**config.mk**
```make
export PLATFORM = sky130hd
export DESIGN_NAME = mem_responder
export DESIGN_NICKNAME = d
export VERILOG_FILES = /design/src/rtl/mem_responder.sv
export SDC_FILE = /design/constraint.sdc
export NUM_CORES = 2
export LEC_CHECK = 0
export ABC_AREA = 1
export BUFFER_PORTS_ARGS = -buffer_cell sky130_fd_sc_hd__buf_2
export CAP_MARGIN = 10
export CELL_PAD_IN_SITES_DETAIL_PLACEMENT = 0
export CELL_PAD_IN_SITES_GLOBAL_PLACEMENT = 1
export CORE_ASPECT_RATIO = 0.7
export CORE_UTILIZATION = 52
export CTS_CLUSTER_DIAMETER = 100
export DETAILED_ROUTE_END_ITERATION = 10
export GPL_ROUTABILITY_DRIVEN = 0
export PLACE_DENSITY_LB_ADDON = 0.1
export SLEW_MARGIN = 40
export SYNTH_ARGS = -nofsm -noshare
export SYNTH_HDL_FRONTEND = slang
export SYNTH_SLANG_ARGS = --single-unit
```
**constraint.sdc**
```tcl
create_clock -name clk1 -period 14 [get_ports clk1]
set_clock_uncertainty 0.2 [all_clocks]
set_input_delay 1.4 -clock clk1 [delete_from_list [all_inputs] [get_ports clk1]]
set_output_delay 1.4 -clock clk1 [all_outputs]
set_load 0.005 [all_outputs]
```
**src/rtl/mem_responder.sv**
```systemverilog
// Memory-side responder: 2^AW x DW RAM with host preload (CLEAR -> LOAD -> RUN).
// Optional write protection of addresses below PROT_LIMIT via `MEM_WRITE_PROTECT_EN.
module mem_responder #(
  parameter int unsigned    AW             = 8,
  parameter int unsigned    DW             = 16,
  parameter bit             CLEAR_ON_RESET = 1'b1,
  parameter logic [AW-1:0]  PROT_LIMIT     = AW'('h10)
) (
  input  logic          clk1,
  input  logic          reset,
  input  logic          MemWrite,
  input  logic [AW-1:0] Adr,
  input  logic [DW-1:0] WData,
  output logic [DW-1:0] RData,
  output logic          cpu_hold,
  output logic          ready,
  input  logic          load_valid,
  output logic          load_ready,
  input  logic [AW-1:0] load_adr,
  input  logic [DW-1:0] load_data,
  input  logic          load_done,
  output logic [15:0]   wr_count,
  output logic          wp_err
);

  typedef enum logic [1:0] {ST_CLEAR, ST_LOAD, ST_RUN} state_t;

  localparam int unsigned  DEPTH       = 1 << AW;
  localparam logic [AW:0]  CLR_LAST    = (AW+1)'(DEPTH - 1);
  localparam state_t       RESET_STATE = CLEAR_ON_RESET ? ST_CLEAR : ST_LOAD;
`ifdef MEM_WRITE_PROTECT_EN
  localparam bit WP_EN = 1'b1;
`else
  localparam bit WP_EN = 1'b0;
`endif

  state_t        state, state_nx;
  logic [AW:0]   clr_cnt;
  logic          armed;
  logic [DW-1:0] mem [DEPTH];

  logic          load_fire, run_wr, wp_hit, wr_ok;
  logic          mem_we;
  logic [AW-1:0] mem_wa;
  logic [DW-1:0] mem_wd;

  // armed keeps load_ready low while reset holds the FSM in LOAD
  always_ff @(posedge clk1 or negedge reset) begin
    if (!reset) begin
      state <= RESET_STATE;
      armed <= 1'b0;
    end else begin
      state <= state_nx;
      armed <= 1'b1;
    end
  end

  always_comb begin
    state_nx = state;
    unique case (state)
      ST_CLEAR: if (clr_cnt == CLR_LAST)       state_nx = ST_LOAD;
      ST_LOAD:  if (load_ready && load_done)   state_nx = ST_RUN;
      ST_RUN:   state_nx = ST_RUN;
      default:  state_nx = RESET_STATE;
    endcase
  end

  always_comb begin
    cpu_hold   = (state != ST_RUN);
    ready      = (state == ST_RUN);
    load_ready = armed && (state == ST_LOAD);
  end

  always_ff @(posedge clk1 or negedge reset) begin
    if (!reset)                 clr_cnt <= '0;
    else if (state == ST_CLEAR) clr_cnt <= clr_cnt + (AW+1)'(1);
  end

  assign load_fire = load_ready && load_valid;
  assign run_wr    = ready && MemWrite;
  assign wp_hit    = WP_EN && (Adr < PROT_LIMIT);
  assign wr_ok     = run_wr && !wp_hit;

  // Single write port shared by clear, host load and processor writes
  always_comb begin
    mem_we = 1'b0;
    mem_wa = clr_cnt[AW-1:0];
    mem_wd = '0;
    unique case (state)
      ST_CLEAR: mem_we = 1'b1;
      ST_LOAD: begin
        mem_we = load_fire;
        mem_wa = load_adr;
        mem_wd = load_data;
      end
      ST_RUN: begin
        mem_we = wr_ok;
        mem_wa = Adr;
        mem_wd = WData;
      end
      default: mem_we = 1'b0;
    endcase
  end

  always_ff @(posedge clk1) begin
    if (mem_we) mem[mem_wa] <= mem_wd;
  end

  // Read samples the pre-write contents, so same-edge write+read returns the old word
  always_ff @(posedge clk1 or negedge reset) begin
    if (!reset)     RData <= '0;
    else if (ready) RData <= mem[Adr];
    else            RData <= '0;
  end

  always_ff @(posedge clk1 or negedge reset) begin
    if (!reset)                          wr_count <= '0;
    else if (wr_ok && (wr_count != '1))  wr_count <= wr_count + 16'd1;
  end

`ifdef MEM_WRITE_PROTECT_EN
  always_ff @(posedge clk1 or negedge reset) begin
    if (!reset)                wp_err <= 1'b0;
    else if (run_wr && wp_hit) wp_err <= 1'b1;
  end
`else
  assign wp_err = 1'b0;
`endif

endmodule
```
==> summary.md <==
| Metric | Value |
|---|---|
| Initial antenna violation count | 29 |
| # placed instances | 17760 |
| CTS Sinks | approximately 4100 |
| Post-route setup TNS | 0 ns |
| Slew Viols, Final | 0 |
| Period utilization | between 40% and 50% |
| Initial Utilization | a little over half |
| Final setup margin | 7.983 ns |
| Drt drc | 0 |
| RSZ-0062 raised after global routing | no |
| Core ar. | around 320000 µm² |
| Port Buffer Count | 87 |
| Total CTS buffers | 397 |
| GRT Overall Usage | 31.44% |
| Final cell count without fillers | 18490 |
| Area Growth Syn to Fin | 10.43% |
| Synthesized area | 168100 µm² |
| Hold buffers post-CTS | 0 |
| DR WL/cell | 28.16 µm |
| Final hold vios | 0 |
| Yosys reg bits | 4140 |
| Pleak | 0.06271 µW |
| Worst setup EP type | flop |
| Sequential cell area | 124100 µm² |
| Simple-gate area share of the yosys netlist | 22.48% |
| Power Density | 136.0 nW/µm² |
| Synth cell types | 36 |
| Clock transition at path regs | around 0.060 ns |
| Post-CTS setup buffers | 0 |
| Min cycle time layout | 6.017 ns |
| Compound-gate portion of the synthesized area | 0.1488% |
| Avg Inst Size Synth | 12.13 µm² |
| CTS max path bufs | 4 |
| GRT overflow | 0 |
| Post-route ant nets | 0 |
| Gate Count Post-Synth | 13860 |
| Vias in the first global route | approximately 100k |
| Slew of the pin with the lowest slew margin | 0.9368 ns |
| WL final | about 520000 µm |
| Full die area | roughly 330000 µm² |
| Area of the multi-input gates | around 39000 µm² |
| Clock latency on the worst-skew pair | 0.94 ns |
| First-pass DRT Iterations | 6 |
| Largest net degree at the start of global routing | 192 |
| Final setup viols | 0 |
| Adder-cell share of the synthesized area | 0.05953% |
| Startpoint Class | primary input |
| Outcome | finished, final reports clean |
| CTS tree | done |
| Total power | 25250 µW |
| Pre-CTS setup slack | 7.344 ns |
| First-iteration detailed-routing DRC count | 15560 |
| I/O pin cnt | 89 |
| Fin nets | about 14000 |
| Via/cell ratio | slightly above 6 |
| EDFF count, synth | between 4000 and 5000 |
| Top FF cell, synth | edfxtp_1 |
| FP Rows | about 170 |
| Die W | 681.7 µm |
| Via count | about 110k |
| DP HPWL | 288600 µm |
| Number of max-cap violations | 0 |
| Final Hold Slack | 0.2687 ns |
| Clock root cell | clkbuf_16 |
| Rel. slew slack | between 30% and 40% |
| Yosys warns | 0 |
| CP required | 14.69 ns |
| Global-route wire length before repair | 745500 µm |
| Htree depth | 5 |
| Mux cell area share after synthesis | 0% |
| Layout cell share with drive strength beyond 1 | 8.552% |
| VDD IR max | 118.1 µV |
| Crit-path max FO | 163 |
| Largest family of logic cells by synthesized area | simple AND/OR/NAND/NOR gates |
| Fillers | 25810 |
| Ys async rst share | 1.063% |
| Setup CP Type | in2reg |
| Worst EP arrival | 6.71 ns |
| Post-synthesis xor/xnor area fraction | less than 1% |
| PostCTS Resize Cnt | 0 |
| Achievable frequency | roughly 170 MHz |
| Die Y | between 400 and 500 µm |
| Syn nets | 13930 |
| Hold Crit Class | reg2reg |
| Sequential-to-total area share from yosys stat | 73.80% |
## cell families (layout without fill, tap and decap cells)
| logic type | count (synthesis) | in the layout |
|---|---|---|
| AOI/OAI and AO/OA | 40 | 40 |
| other | 2 | 11 |
| buffers and inverters | 1011 | 1319 |
| DFF | 4140 | 4140 |
| and+or+nand+nor | 8641 | 8641 |
| xor gates and xnor gates | 22 | 22 |
| adders and majority gates | 8 | 8 |
## power by group
group / switching [µW] / leakage, µW / total [µW] / internal, µW
clock: 4670 / 0.00600 / 10500 / 5790
sequential: 0.0299 / 0.0289 / 13400 / 13400
combinational: 1040 / 0.0279 / 1390 / 351
total: 5700 / 0.0627 / 25200 / 19500
## synth_stat cells (all sizes together) (4+ instances only)
cell type	number	area (µm²)
dfrtp	44	1101
nor3	7	35.03
clkbuf	141	529.3
ha	8	100.1
xor2	18	157.7
inv	65	259.0
edfxtp	4096	123000
buf	803	4905
nand2	4285	16170
nor4	5	31.28
o21ai	23	163.9
xnor2	4	35.03
a21oi	16	80.08
nand3	4044	20280
nor2	298	1259
## cell usage in the layout, fill, tap and decap left out, types with 5 or more instances in the layout
master      instances
xor2_1             18
clkinv_2           72
nor2_8              6
nor2_1            232
diode_2             9
buf_16             12
clkbuf_8            6
clkbuf_1           96
edfxtp_1         4096
a21oi_4            16
buf_8               7
inv_16              5
inv_2              11
nor2_2             32
nor3_1              7
nand2_1          4253
nand2_2            24
buf_12             36
dfrtp_1            44
ha_1                7
nor2_4             28
buf_4             352
clkbuf_16         407
clkinvlp_4         10
clkinv_1           93
buf_6              48
o21ai_0            12
buf_2              82
nand3_1          4040
bufinv_16          24
nand2_4             8
inv_1              46
## worst paths after layout
kind / cells after the start / slack (ns) / to / start
max in group asynchronous: 2 / 12.51 / RData[9] / reset
max: 16 / 7.98 / RData[8] / Adr[0]
max reg2reg: 9 / 8.85 / mem[123][8] / state[0]
min in group asynchronous: 2 / 0.35 / wr_count[7] / reset
min reg2reg: 1 / 0.27 / clr_cnt[7] / clr_cnt[7]
min: 1 / 0.27 / clr_cnt[7] / clr_cnt[7]
## per-stage QoR
stage / utilization (%) / instance area (µm²)
finish: 57.78 / 185700
global route: 57.78 / 185700
CTS: 57.65 / 185200
detailed placement: 53.84 / 173000
global placement: 53.65 / 172400
floorplan: - / 168100
## per-layer routing
| metal | track usage, % | routed length, µm | vias to the layer above |
|---|---|---|---|
| met3 | 7.429 | 61010 | 799 |
| met2 | 44.52 | 222100 | 5985 |
| met5 | 0 | 57 | - |
| li1 | - | - | 49360 |
| met1 | 48.45 | 221600 | 55640 |
| met4 | 9.110 | 15980 | 8 |
## worst max-delay path, cell delays in order
cell     delay (ns)
buf_12         0.19
inv_16         0.57
buf_4          0.51
buf_12         0.29
buf_4          0.63
buf_12         0.52
nand2_1        0.16
nand3_1        0.11
nand3_1        0.09
nand3_1        0.24
nand3_1        0.11
nand3_1        0.23
nand3_1        0.53
nand2_1        0.31
nand2_1        0.09
nand2_1        0.08
## layout make-up
cell class,count,area share [%]
Inverter,67,0.1752
Tap cell,4312,2.906
Antenna cell,9,0.01213
Clock inverter,206,0.8753
Timing Repair Buffer,537,2.558
Sequential cell,4140,66.84
Multi-Input combinational cell,8713,20.91
Clock buffer,509,5.724
## state kept, by name (all words and copies together) (netlist names)
signal	cells
RData	16
clr_cnt	9
state	2
wr_count	16
armed	1
mem	4096
(Power assumes the default switching activity.)
